[src/rtl/lrn_window_unit_pkg.sv]
// Shared types and helpers for the LRN window unit: FSM state encoding,
// default parameter values and the unsigned saturation function.
package lrn_pkg;

  localparam int LRN_DATA_WIDTH  = 16;
  localparam int LRN_WIN_SIZE    = 5;
  localparam int LRN_ACC_WIDTH   = 40;
  localparam int LRN_FRAC_BITS   = 8;
  localparam int LRN_ALPHA_SHIFT = 4;
  localparam int LRN_K_CONST     = 2;

  typedef enum logic [2:0] {
    IDLE,
    FILL,
    DIVIDE,
    HOLD,
    GAP
  } lrn_win_state_t;

  // Clamp an unsigned value to the largest number representable in width bits.
  function automatic logic [63:0] sat_u(input logic [63:0] quotient, input int unsigned width);
    logic [63:0] max_val;
    max_val = (64'd1 << width) - 64'd1;
    return (quotient > max_val) ? max_val : quotient;
  endfunction

endpackage

[src/rtl/lrn_window_unit_if.sv]
// Handshake bundle between the LRN window unit and the memory/address mapper side.
interface lrn_window_unit_if
  import lrn_pkg::*;
#(
  parameter int DATA_WIDTH = LRN_DATA_WIDTH
);
  logic                  start_normalization;
  logic                  rd_valid;
  logic [DATA_WIDTH-1:0] rd_data;
  logic                  full_flag;
  logic                  div_out_valid;
  logic [DATA_WIDTH-1:0] div_out;
  logic                  normalized_window;
  logic                  seq_err;

  modport master (
    output start_normalization, rd_valid, rd_data,
    input  full_flag, div_out_valid, div_out, normalized_window, seq_err
  );

  modport slave (
    input  start_normalization, rd_valid, rd_data,
    output full_flag, div_out_valid, div_out, normalized_window, seq_err
  );
endinterface

[src/rtl/lrn_seq_divider.sv]
// Unsigned restoring divider, one quotient bit per cycle. The first step runs
// on the start edge so done rises exactly DIVIDEND_WIDTH cycles after start.
module lrn_seq_divider #(
  parameter int DIVIDEND_WIDTH = 24,
  parameter int DIVISOR_WIDTH  = 40
) (
  input  logic                      core_clk,
  input  logic                      reset,
  input  logic                      start,
  input  logic [DIVIDEND_WIDTH-1:0] dividend,
  input  logic [DIVISOR_WIDTH-1:0]  divisor,
  output logic                      done,
  output logic [DIVIDEND_WIDTH-1:0] quotient
);

  localparam int CNT_W = $clog2(DIVIDEND_WIDTH + 1);

  logic [DIVISOR_WIDTH-1:0]  rem_reg, rem_next, rem_in;
  logic [DIVISOR_WIDTH-1:0]  dsr_reg, dsr_in;
  logic [DIVIDEND_WIDTH-1:0] quo_reg, quo_next, quo_in;
  logic [CNT_W-1:0]          cnt_reg;
  logic                      busy_reg;
  logic [DIVISOR_WIDTH:0]    shifted;
  logic                      ge;

  // A start always seeds a fresh operation, even while busy.
  always_comb begin
    rem_in   = start ? '0 : rem_reg;
    quo_in   = start ? dividend : quo_reg;
    dsr_in   = start ? divisor : dsr_reg;
    shifted  = {rem_in, quo_in[DIVIDEND_WIDTH-1]};
    ge       = (shifted >= {1'b0, dsr_in});
    rem_next = ge ? (shifted[DIVISOR_WIDTH-1:0] - dsr_in) : shifted[DIVISOR_WIDTH-1:0];
    quo_next = {quo_in[DIVIDEND_WIDTH-2:0], ge};
  end

  always_ff @(posedge core_clk) begin
    if (!reset) begin
      rem_reg  <= '0;
      quo_reg  <= '0;
      dsr_reg  <= '0;
      cnt_reg  <= '0;
      busy_reg <= 1'b0;
    end else if (start) begin
      rem_reg  <= rem_next;
      quo_reg  <= quo_next;
      dsr_reg  <= divisor;
      cnt_reg  <= CNT_W'(DIVIDEND_WIDTH - 1);
      busy_reg <= 1'b1;
    end else if (busy_reg) begin
      if (cnt_reg != '0) begin
        rem_reg <= rem_next;
        quo_reg <= quo_next;
        cnt_reg <= cnt_reg - 1'b1;
      end else begin
        busy_reg <= 1'b0;
      end
    end
  end

  assign done     = busy_reg && (cnt_reg == '0);
  assign quotient = quo_reg;

endmodule

[src/rtl/lrn_window_unit.sv]
// Buffers one LRN window, accumulates its sum of squares, then divides each
// sample by the window energy term and streams saturated results to the mapper.
module lrn_window_unit
  import lrn_pkg::*;
#(
  parameter int DATA_WIDTH  = LRN_DATA_WIDTH,
  parameter int WIN_SIZE    = LRN_WIN_SIZE,
  parameter int ACC_WIDTH   = LRN_ACC_WIDTH,
  parameter int FRAC_BITS   = LRN_FRAC_BITS,
  parameter int ALPHA_SHIFT = LRN_ALPHA_SHIFT,
  parameter int K_CONST     = LRN_K_CONST
) (
  input  logic              core_clk,
  input  logic              reset,
  lrn_window_unit_if.slave  bus
);

  localparam int N     = DATA_WIDTH + FRAC_BITS;
  localparam int CNT_W = $clog2(WIN_SIZE + 1);
  localparam int IDX_W = $clog2(WIN_SIZE);

  lrn_win_state_t state_reg, state_next;

  logic [DATA_WIDTH-1:0]   sample_buf [WIN_SIZE];
  logic [CNT_W-1:0]        cnt_reg;
  logic [ACC_WIDTH-1:0]    acc_reg;
  logic [IDX_W-1:0]        idx_reg, idx_next;
  logic                    seq_err_reg;
  logic                    first_start_reg;

  logic                    take_sample, last_sample, last_idx;
  logic                    div_start, div_done;
  logic                    full_flag, div_out_valid, normalized_window;
  logic [N-1:0]            dividend, quotient;
  logic [ACC_WIDTH-1:0]    divisor;
  logic [2*DATA_WIDTH-1:0] square;

  assign take_sample = (state_reg == FILL) && bus.rd_valid;
  assign last_sample = take_sample && (cnt_reg == CNT_W'(WIN_SIZE - 1));
  assign last_idx    = (idx_reg == IDX_W'(WIN_SIZE - 1));
  assign square      = (2*DATA_WIDTH)'(bus.rd_data) * (2*DATA_WIDTH)'(bus.rd_data);

  always_comb begin
    state_next        = state_reg;
    idx_next          = idx_reg;
    div_start         = 1'b0;
    full_flag         = 1'b0;
    div_out_valid     = 1'b0;
    normalized_window = 1'b0;
    case (state_reg)
      IDLE: begin
        if (bus.start_normalization) state_next = FILL;
      end
      FILL: begin
        if (last_sample) begin
          state_next = DIVIDE;
          idx_next   = '0;
        end
      end
      DIVIDE: begin
        full_flag     = 1'b1;
        div_start     = first_start_reg;
        div_out_valid = div_done;
        if (div_done) state_next = HOLD;
      end
      HOLD: begin
        full_flag = 1'b1;
        if (!last_idx) begin
          idx_next   = idx_reg + 1'b1;
          div_start  = 1'b1;
          state_next = DIVIDE;
        end else begin
          state_next = GAP;
        end
      end
      GAP: begin
        normalized_window = 1'b1;
        state_next        = FILL;
      end
      default: state_next = IDLE;
    endcase
  end

  always_ff @(posedge core_clk) begin
    if (!reset) begin
      state_reg       <= IDLE;
      cnt_reg         <= '0;
      acc_reg         <= '0;
      idx_reg         <= '0;
      seq_err_reg     <= 1'b0;
      first_start_reg <= 1'b0;
    end else begin
      state_reg       <= state_next;
      idx_reg         <= idx_next;
      first_start_reg <= last_sample;
      if (take_sample) begin
        cnt_reg <= cnt_reg + 1'b1;
        acc_reg <= acc_reg + ACC_WIDTH'(square);
      end else if (state_reg == GAP) begin
        cnt_reg <= '0;
        acc_reg <= '0;
      end
      if (bus.rd_valid && (state_reg != FILL)) seq_err_reg <= 1'b1;
    end
  end

  // Buffer contents survive reset; they are always rewritten before use.
  for (genvar gi = 0; gi < WIN_SIZE; gi++) begin : g_buf
    always_ff @(posedge core_clk) begin
      if (take_sample && (cnt_reg[IDX_W-1:0] == IDX_W'(gi))) sample_buf[gi] <= bus.rd_data;
    end
  end

  assign dividend = {sample_buf[idx_next], {FRAC_BITS{1'b0}}};
  assign divisor  = ACC_WIDTH'(K_CONST) + (acc_reg >> ALPHA_SHIFT);

  lrn_seq_divider #(
    .DIVIDEND_WIDTH (N),
    .DIVISOR_WIDTH  (ACC_WIDTH)
  ) u_div (
    .core_clk (core_clk),
    .reset    (reset),
    .start    (div_start),
    .dividend (dividend),
    .divisor  (divisor),
    .done     (div_done),
    .quotient (quotient)
  );

  assign bus.full_flag         = full_flag;
  assign bus.div_out_valid     = div_out_valid;
  assign bus.div_out           = div_out_valid ? DATA_WIDTH'(sat_u(64'(quotient), DATA_WIDTH)) : '0;
  assign bus.normalized_window = normalized_window;
  assign bus.seq_err           = seq_err_reg;

endmodule

[src/flat_wrapper.sv]
// flat-port wrapper written by rule: the top's interface ports become plain ports
module lrn_window_unit_flat import lrn_pkg::*;
#(
  parameter int DATA_WIDTH  = LRN_DATA_WIDTH,
  parameter int WIN_SIZE    = LRN_WIN_SIZE,
  parameter int ACC_WIDTH   = LRN_ACC_WIDTH,
  parameter int FRAC_BITS   = LRN_FRAC_BITS,
  parameter int ALPHA_SHIFT = LRN_ALPHA_SHIFT,
  parameter int K_CONST     = LRN_K_CONST
)
  (core_clk, reset, bus_start_normalization, bus_rd_valid, bus_rd_data, bus_full_flag, bus_div_out_valid, bus_div_out, bus_normalized_window, bus_seq_err);
  lrn_window_unit_if #(.DATA_WIDTH(DATA_WIDTH)) bus_i ();
  input  logic core_clk;
  input  logic reset;
  input wire logic [$bits(bus_i.start_normalization)-1:0] bus_start_normalization;
  input wire logic [$bits(bus_i.rd_valid)-1:0] bus_rd_valid;
  input wire logic [$bits(bus_i.rd_data)-1:0] bus_rd_data;
  output wire logic [$bits(bus_i.full_flag)-1:0] bus_full_flag;
  output wire logic [$bits(bus_i.div_out_valid)-1:0] bus_div_out_valid;
  output wire logic [$bits(bus_i.div_out)-1:0] bus_div_out;
  output wire logic [$bits(bus_i.normalized_window)-1:0] bus_normalized_window;
  output wire logic [$bits(bus_i.seq_err)-1:0] bus_seq_err;
  assign bus_i.start_normalization = bus_start_normalization;
  assign bus_i.rd_valid = bus_rd_valid;
  assign bus_i.rd_data = bus_rd_data;
  assign bus_full_flag = bus_i.full_flag;
  assign bus_div_out_valid = bus_i.div_out_valid;
  assign bus_div_out = bus_i.div_out;
  assign bus_normalized_window = bus_i.normalized_window;
  assign bus_seq_err = bus_i.seq_err;
  lrn_window_unit #(.DATA_WIDTH(DATA_WIDTH), .WIN_SIZE(WIN_SIZE), .ACC_WIDTH(ACC_WIDTH), .FRAC_BITS(FRAC_BITS), .ALPHA_SHIFT(ALPHA_SHIFT), .K_CONST(K_CONST)) u_core (.core_clk(core_clk), .reset(reset), .bus(bus_i));
endmodule
[config.mk]
export PLATFORM = sky130hd
export DESIGN_NAME = lrn_window_unit_flat
export DESIGN_NICKNAME = d
export VERILOG_FILES = /design/src/rtl/lrn_window_unit_pkg.sv /design/src/rtl/lrn_window_unit_if.sv /design/src/rtl/lrn_seq_divider.sv /design/src/rtl/lrn_window_unit.sv /design/src/flat_wrapper.sv
export SDC_FILE = /design/constraint.sdc
export NUM_CORES = 1
export LEC_CHECK = 0
export ABC_AREA = 1
export CAP_MARGIN = 20
export CORE_MARGIN = 5
export CORE_UTILIZATION = 30
export CTS_CLUSTER_SIZE = 24
export DETAILED_ROUTE_END_ITERATION = 10
export MAX_ROUTING_LAYER = met4
export SLEW_MARGIN = 20
export SYNTH_ARGS = -nofsm -noshare
export SYNTH_HDL_FRONTEND = slang
export SYNTH_SLANG_ARGS = --single-unit
export TNS_END_PERCENT = 20
[constraint.sdc]
create_clock -name core_clk -period 16.4 [get_ports core_clk]
set_clock_uncertainty 0.05 [all_clocks]
set_input_delay 2.46 -clock core_clk [delete_from_list [all_inputs] [get_ports core_clk]]
set_output_delay 2.46 -clock core_clk [all_outputs]
set_load 0.005 [all_outputs]
# Yosys cells after proc, flatten, opt, wreduce, memory -nomap -nowiden
# Memory sizes are Yosys's and may differ from the RTL's.
# Cells that the tools add are included.
# classes
eq_ne	13
n_mul	1
magnitude_cmp	2
bitwise_logic	1
addsub	6
mux	57
n_reduce_logical	24
# op_table
op	n
$mux 40	8
$mux 16	6
$mux 24	4
$reduce_or 16->1	4
$ge 41x40->1	1
$add 40x32->40	1
$sub 40x40->40	1
$add 2x36->37 const A	1
$mux 3	12
$mul 16x16->32	1
$gt 24x16->1 const B	1
$mux 1	21
$mux 5	3
$pmux 3 s5	1
$eq 3x2->1 const B	4
$eq 3x3->1 const B	3
$logic_and 1x1->1	8
$add 3x1->3 const B	2
$eq 3x1->1 const B	2
$logic_not 3->1	2
$pmux 3 s2	1
$reduce_bool 2->1	3
$logic_not 5->1	1
$reduce_bool 5->1	1
other kinds (9)	12
# totals
n_memories	1
register_bits	161
input_bits	20
word_cells	117
ram_bits	80
out_inout_bits	20
# memory_table
name	depth	width	read_ports	rd_clocked_by_memory_dff	write_ports	line	rtl
u_core.sample_buf	5	16	1	0	1	lrn_window_unit.sv:24	logic [DATA_WIDTH-1:0] sample_buf [WIN_SIZE];

# Depth between registers and ports, before layout
# Gate-level depths: netlist of run 1.
# An unclocked memory read counts as a cell.
# depth
depth_word	12
ltp_mapped	29

# Cells and area by module
# From an unflattened synthesis of run 1, not the netlist that was laid out.
# hier_totals
hier_cells	3334
hier_area_um2	23592.6
# by_module_without_submodules
module	cells_each	instances	area_each_um2	seq_area_each_um2
lrn_window_unit	2091	1	15796.4	3423.3
lrn_seq_divider	1243	1	7796.2	2202.1

# Worst setup path after synthesis of run 1
# No wires, ideal clock.
# synth_path
kind	input -> register
startpoint	input bus_rd_data[4]
endpoint	register u_core.acc_reg[39]
slack_ns	8.429
cell_stages	25
arrival_time_ns	7.857
n_path_buf	2
t_required_ns	16.286
cell_sequence	clkbuf_1 buf_1 nand2_1 fa_1 inv_1 fa_1 fa_1 fa_1 fa_1 inv_1 fa_1 inv_1 ha_1 nand2_1 nor2_1 inv_1 nor3_1 nand2_1 nand2_1 nand3_1 nand2_1 nand3_1 o21ai_0 nand2_1 nor2_1
# synth_between
elab_chain_cells	3
# synth_lines
element	line	rtl
start, declared	flat_wrapper.sv:17	input wire logic [$bits(bus_i.rd_data)-1:0] bus_rd_data;
$mul 16x16->32	lrn_window_unit.sv:41	assign square = (2*DATA_WIDTH)'(bus.rd_data) * (2*DATA_WIDTH)'(bus.rd_data);
$add 40x32->40	lrn_window_unit.sv:98	acc_reg <= acc_reg + ACC_WIDTH'(square);
$mux 40	lrn_window_unit.sv:96	if (take_sample) begin
end signal, assigned	lrn_window_unit.sv:98	
end, declared	lrn_window_unit.sv:26	logic [ACC_WIDTH-1:0] acc_reg;
# Every way passes these cells.
# A chain may end at the register's enable or synchronous reset.

# Final worst setup path of run 1
# layout_path
startpoint	input bus_rd_data[10]
endpoint	register u_core.acc_reg[24]
# The elaborated chain is that of the path after synthesis.

==> metrics, run 1 <==
largest net degree at the start of global routing=86; CP peak stage delay=1190 ps; Slew HR=0.270; max FFs per register=80; Biggest register=u_core.sample_buf; first-pass GRT wire length=104000 µm; Final Setup Violations=0; initial core utilization=0.303; Total Wirelength=63500 µm; routing usage on met1=0.206; crit path time final=8600 ps; xor and xnor fraction of the mapped netlist area=0.0179; Die Y=287 µm; Slowest cell on crit path=clkdlybuf4s50_1; final net count=3598; CTS sink count=241; 1st-pass router iterations=6; crit-path cells=clkdlybuf4s50_1 -> nand2_1 -> fa_1 -> inv_1 -> fa_1 -> inv_1 -> fa_1 -> inv_1 -> fa_1 -> fa_1 -> inv_1 -> fa_1 -> inv_1 -> ha_1 -> nand2_1 -> inv_1 -> a21oi_1 -> inv_1 -> o21ai_0 -> nand3_1 -> or2_2 -> nand3_1 -> a21oi_1; post-synthesis cell type count=48; postcts setup bufs=0; num rows=101; clock tree root buffer cell=clkbuf_16; Clk Latency, worst-skew pair=580 ps; highest-count cells in the layout ignoring fill and taps=729 x inv_1, 722 x nand2_1, 314 x nor2_1; syn nets=3608; fraction of the mapped netlist area in simple logic gates=0.229; # fillers=8252; Clock Path Buffers=3; worst hold-check path type=reg2reg; post-cts sizing count=0; pre-CTS setup slack=7250 ps; CP max FO=21; Reg clk slew, reported paths=70 ps; commonest non-fill, non-tap cell in the layout=inv_1; crit end category=register; post-route ant nets=0; Yosys Warn Count=0; vias per inst=4.62; largest family of logic cells by synthesized area=adder cells; Synth Flop Type=dfxtp_1; # Max-Cap Violations=0; Overall Global Routing Usage=0.158; GRT busiest layer=met2; WP data arrival=8980 ps; Post-DP Area=24500 µm²; RD Place Congestion=0.962; fraction of the mapped netlist area in compound gates=0.113; EDFF count, synth=80; worst path required time=16770 ps; design area=25400 µm²; CP Launch Type=input pin; Final period util=0.524; Adder-Cell Fraction of Synth Area=0.255; cell area after synthesis=23000 µm²; initial antenna violation count=0; status=completed; total gr overflow=0; WL/cell=14.9 µm; die outline width=287 µm; core area=75900 µm²; vias in the first global route=19.4k; M2 GR Usage=0.268; post-synthesis mux area share=0.00179; Hold Vio Cnt, Final=0; # DRC=0; register area=5630 µm²; CTS Buf Count=26; sequential area share after synthesis=0.244; Yosys reg bits=241; CTS tree=done; crit path kind=in2reg; detailed router's first-iteration violation count=1393; I/O Pins=40; diode count=0; Port Buffers=39; final setup TNS=0 ps; Vias=19.8k; Post-DP HPWL=49000 µm; Avg Synthesized Cell Area=7.11 µm²; Worst-Margin Slew=1090 ps; utilization after layout=0.334; Slew Limit Fails=0; H-tree depth=1; unrepaired setup endpoints after global routing=no; multi-input logic area=14200 µm²; async set or reset register ratio after synthesis=0; Fmax=0.116 GHz; CP most frequent cell=inv_1; die area=82300 µm²; grt met3 use=0.0146; P&R area growth vs syn=10.2%; Syn Inst Count=3236; layout cells sized above 1=0.0327; Final WS setup=7800 ps; cts hold-fix bufs=0
-- area by class of cell --
type                       instances  area share
sequential                       241       0.222
multi-input combinational       2157       0.560
timing repair buffer              65      0.0229
clock inverter                    11     0.00548
clock buffer                      37      0.0297
tap                             1030      0.0508
inverter                         735       0.109
-- cells in the mapped netlist, types with 23 or more instances --
cell	instances	area, µm²
edfxtp_1	80	2400
inv_1	730	2740
o211ai_1	31	233
nor2_1	316	1190
nand3_1	139	696
fa_1	195	3900
clkbuf_1	75	282
nand2_1	723	2710
nor3_1	23	115
nand4_1	32	200
a21oi_1	180	901
xor2_1	33	289
o21ai_0	182	911
ha_1	157	1960
dfxtp_1	161	3220
-- kinds of logic (layout without fill, tap and decap cells) --
logic type / after synthesis / count (layout)
compound gates: 471 / 471
buf+inv: 838 / 848
flops: 241 / 241
simple gates: 1283 / 1283
fa+ha+maj: 352 / 352
mux: 4 / 4
xor+xnor: 47 / 47
-- worst max-delay path: cells and delay by family --
kind                     cells  cell delay [ps]
adder cells (fa/ha/maj)      7             3520
AO/OA/AOI/OAI                3              480
buffers and inverters        8             1570
AND/OR/NAND/NOR              5              930
-- per-layer routing --
metal,routed length [µm],up-vias
li1,-,9990
met5,0,-
met1,29400,9305
met4,1360,0
met3,2880,67
met2,29900,413
-- worst paths after layout --
kind / from / endpoint / slack (ps) / cells past startpoint
setup reg to reg: u_core.cnt_reg[0]$_SDFFE_PN0P_ / u_core.u_div.rem_reg[22]$_SDFFE_PN0P_ / 10540 / 25
setup / recovery: bus_rd_data[10] / u_core.acc_reg[24]$_SDFFE_PN0P_ / 7800 / 23
hold / removal: u_core.u_div.dsr_reg[38]$_SDFF_PN0_ / u_core.u_div.dsr_reg[38]$_SDFF_PN0_ / 410 / 2
hold reg to reg: u_core.u_div.dsr_reg[38]$_SDFF_PN0_ / u_core.u_div.dsr_reg[38]$_SDFF_PN0_ / 410 / 2
-- per-stage QoR --
step / hold slack (ps) / std cells
6_report: 407 / 4276
5_1_grt: 427 / 4276
4_1_cts: 410 / 4276
3_5_place_dp: 400 / 4228
3_3_place_gp: 396 / 4228
2_1_floorplan: 382 / 3236
Power of run 1 is not shown: default switching activity piles up to over one toggle a cycle in this logic, so the estimate is an artifact.
==> inputs of run 2 (changes only) <==
- clock period: 16.4 -> 8.2 ns (I/O delays scaled with it)
==> metrics, run 2 (synthesis gave the netlist of run 1 again) <==
final net count=3616; diode count=0; # DRC=0; core area=75900 µm²; CTS Buf Count=28; Post-DP HPWL=52200 µm; Overall Global Routing Usage=0.165; total gr overflow=0; Final Setup Violations=0; Hold Crit Endpoint=u_core.u_div.dsr_reg[38]$_SDFF_PN0_; utilization after layout=0.337; RR Endpoint=u_core.u_div.rem_reg[32]$_SDFFE_PN0P_; Hold Path Stages=2; H-tree depth=1; CTS sink count=241; unrepaired setup endpoints after global routing=no; worst path required time=8610 ps; detailed router's first-iteration violation count=1034; die outline width=287 µm; r2r setup slk=2670 ps; multi-input logic area=14200 µm²; Reg clk slew, reported paths=60 ps; # Max-Cap Violations=0; CP Launch Type=input pin; CTS tree=done; highest-count cells in the layout ignoring fill and taps=729 x inv_1, 722 x nand2_1, 314 x nor2_1; layout cells sized above 1=0.0389; vias in the first global route=20.0k; initial core utilization=0.303; register area=5630 µm²; Slew Limit Fails=0; post-cts sizing count=0; hold_sp=u_core.u_div.dsr_reg[38]$_SDFF_PN0_; hold_ws=404 ps; Biggest register=u_core.sample_buf; P&R area growth vs syn=11.3%; die area=82300 µm²; WP data arrival=7740 ps; Slew HR=0.418; CP max FO=12; status=completed; vias per inst=4.62; RD Place Congestion=0.947; max FFs per register=80; final setup TNS=0 ps; 1st-pass router iterations=6; crit end category=register; commonest non-fill, non-tap cell in the layout=inv_1; Fmax=0.136 GHz; Slowest cell on crit path=clkdlybuf4s50_1; cts hold-fix bufs=0; Die Y=287 µm; I/O Pins=40; Clk Latency, worst-skew pair=570 ps; Clock Path Buffers=3; Hold Vio Cnt, Final=0; initial antenna violation count=0; CP peak stage delay=930 ps; largest net degree at the start of global routing=68; first-pass GRT wire length=107000 µm; clock tree root buffer cell=clkbuf_16; postcts setup bufs=0; Worst-Margin Slew=873 ps; R2R cell count=25; worst hold-check path type=reg2reg; WL/cell=15.3 µm; crit path kind=in2reg; post-route ant nets=0; crit-path cells=clkdlybuf4s50_1 -> buf_4 -> nand2_1 -> fa_1 -> fa_1 -> fa_1 -> inv_1 -> fa_1 -> inv_1 -> fa_1 -> inv_1 -> fa_1 -> ha_1 -> nand2_1 -> nor2_1 -> nand3_1 -> nand3_1 -> nand2_1 -> nand2_1 -> nand3_1 -> nand2_1 -> nand3_1 -> nand2_1 -> nor2_1; crit path time final=7330 ps; Final period util=0.894; Total Wirelength=65700 µm; Port Buffers=39; # fillers=8194; Vias=19.8k; num rows=101; reg2reg start=u_core.idx_reg[0]$_SDFF_PN0_
[run 2: changes by cell type in the layout (fill, tap and decap cells not counted), sizes merged]
cell / previous run / this run
buf: 27 / 43
bufinv: 2 / 5
[run 2: stage by stage]
step,instances,area [µm²],setup WS (ps)
2_1_floorplan,3236,23000,1460
3_3_place_gp,4244,24600,435
3_5_place_dp,4244,24600,397
4_1_cts,4295,25600,985
5_1_grt,4295,25600,575
6_report,4295,25600,869
[run 2: layout make-up]
| class | instances | share of cell area |
|---|---|---|
| multi-input combinational | 2157 | 0.555 |
| sequential | 241 | 0.220 |
| inverter | 735 | 0.108 |
| tap | 1030 | 0.0503 |
| clock buffer | 37 | 0.0315 |
| timing repair buffer | 81 | 0.0274 |
| clock inverter | 14 | 0.00821 |
[run 2: routing by layer]
layer  GRT usage  part of all wire  vias up
li1            -                 -    10000
met1       0.210              0.45     9307
met2       0.282              0.47      427
met3      0.0156             0.048       93
met4      0.0484             0.032        0
met5           -                 0        -
[run 2: how the worst max path moves through the flow]
stage,slack (ps),endpoint,from,cells after the start
finish,870,u_core.acc_reg[38]$_SDFFE_PN0P_,bus_rd_data[7],24
global route,580,u_core.acc_reg[39]$_SDFFE_PN0P_,bus_rd_data[11],25
CTS,980,u_core.acc_reg[21]$_SDFFE_PN0P_,bus_rd_data[12],24
detailed placement,400,u_core.acc_reg[21]$_SDFFE_PN0P_,bus_rd_data[12],24
global placement,430,u_core.acc_reg[38]$_SDFFE_PN0P_,bus_rd_data[4],24
floorplan,1460,u_core.acc_reg[39]$_SDFFE_PN0P_,bus_rd_data[4],25
[run 2: critical path: cells and delay by family]
family                   cells  cell delay, ps
AND/OR/NAND/NOR             12            1690
buffers and inverters        5            1410
adder cells (fa/ha/maj)      7            3400
Power of run 2 is left out for the same reason.
==> inputs of run 3 (changes only) <==
- REMOVE_ABC_BUFFERS: unset -> 1
==> metrics, run 3 (synthesis gave the netlist of run 1 again) <==
Hold Path Stages=2; H-tree depth=1; Clock Path Buffers=3; CP Launch Type=input pin; first-pass GRT wire length=107000 µm; Slew Limit Fails=0; CTS tree=done; core area=75900 µm²; clock tree root buffer cell=clkbuf_16; WP data arrival=7750 ps; 1st-pass router iterations=5; Worst-Margin Slew=1040 ps; status=completed; Final Setup Violations=0; Overall Global Routing Usage=0.163; largest net degree at the start of global routing=76; worst hold-check path type=reg2reg; vias per inst=4.64; post-cts sizing count=0; Post-DP HPWL=51600 µm; CTS sink count=241; R2R cell count=22; Reg clk slew, reported paths=60 ps; initial core utilization=0.303; CP max FO=11; total gr overflow=0; # fillers=8182; initial antenna violation count=0; I/O Pins=40; # Max-Cap Violations=0; Clk Latency, worst-skew pair=580 ps; detailed router's first-iteration violation count=1369; max FFs per register=80; final net count=3615; Total Wirelength=65100 µm; die outline width=287 µm; Biggest register=u_core.sample_buf; num rows=101; worst path required time=8670 ps; pre-CTS setup slack=348 ps; CTS Buf Count=29; final setup TNS=0 ps; Vias=20.0k; die area=82300 µm²; crit path time final=7270 ps; Fmax=0.137 GHz; Port Buffers=39; WL/cell=15.2 µm; vias in the first global route=19.8k; unrepaired setup endpoints after global routing=no; P&R area growth vs syn=11.2%; Final period util=0.887; # DRC=0; layout cells sized above 1=0.0407; highest-count cells in the layout ignoring fill and taps=729 x inv_1, 722 x nand2_1, 310 x nor2_1; crit end category=register; cts hold-fix bufs=0; Final WS setup=925 ps; post-route ant nets=0; commonest non-fill, non-tap cell in the layout=inv_1; postcts setup bufs=0; RD Place Congestion=0.956; Hold Vio Cnt, Final=0; Die Y=287 µm; diode count=0; Slew HR=0.308; crit path kind=in2reg
-- run 3: cell count changes in the layout (fill, tap and decap cells not counted), sizes merged --
cell      previous run  this run
bufinv               5         4
buf                 43        41
clkinv               9        10
inv                733       736
clkbuf              37        35
clkinvlp             2         4
-- run 3: area by class of cell --
class	count	area [µm²]	share of cell area
sequential	241	5630	0.220
clock buffer	35	778	0.0304
inverter	735	2760	0.108
timing repair buffer	79	686	0.0268
multi-input combinational	2157	14200	0.555
clock inverter	19	246	0.00963
tap	1030	1290	0.0503
-- run 3: critical path, cell delays in order --
cell and delay (ps):
clkdlybuf4s50_1 730, buf_4 320, nand2_1 110, inv_1 70, fa_1 470, inv_1 50
fa_1 490, inv_1 50, fa_1 470, fa_1 530, fa_1 550, inv_1 60
fa_1 530, inv_1 40, ha_1 390, nand2_1 160, nor2_1 260, inv_1 90
nor3_1 240, nand2_1 90, nand2_1 190, nand3_1 100, nand2_1 160, nand3_1 110
o21ai_0 100, nand2_1 60, nor2_1 90
-- run 3: worst paths after layout --
path                                            to  slack (ps)                                start
min            u_core.u_div.dsr_reg[39]$_SDFF_PN0_         410  u_core.u_div.dsr_reg[39]$_SDFF_PN0_
min reg2reg    u_core.u_div.dsr_reg[39]$_SDFF_PN0_         410  u_core.u_div.dsr_reg[39]$_SDFF_PN0_
max reg2reg  u_core.u_div.rem_reg[23]$_SDFFE_PN0P_        2780     u_core.state_reg[1]$_SDFFE_PN0P_
max                u_core.acc_reg[39]$_SDFFE_PN0P_         930                       bus_rd_data[8]
-- run 3: through the flow --
step / std cells / area [µm²] / hold slack [ps] / utilization
2_1_floorplan: 3133 / 22600 / 382 / -
3_3_place_gp: 4242 / 24600 / 397 / 0.324
3_5_place_dp: 4242 / 24600 / 401 / 0.324
4_1_cts: 4296 / 25600 / 411 / 0.337
5_1_grt: 4296 / 25600 / 426 / 0.337
6_report: 4296 / 25600 / 408 / 0.337
-- run 3: per-layer routing --
layer,GRT usage,part of all wire
met5,-,0
met4,0.0368,0.022
met3,0.0189,0.049
met2,0.265,0.46
met1,0.221,0.47
Power of run 3 is left out for the same reason.
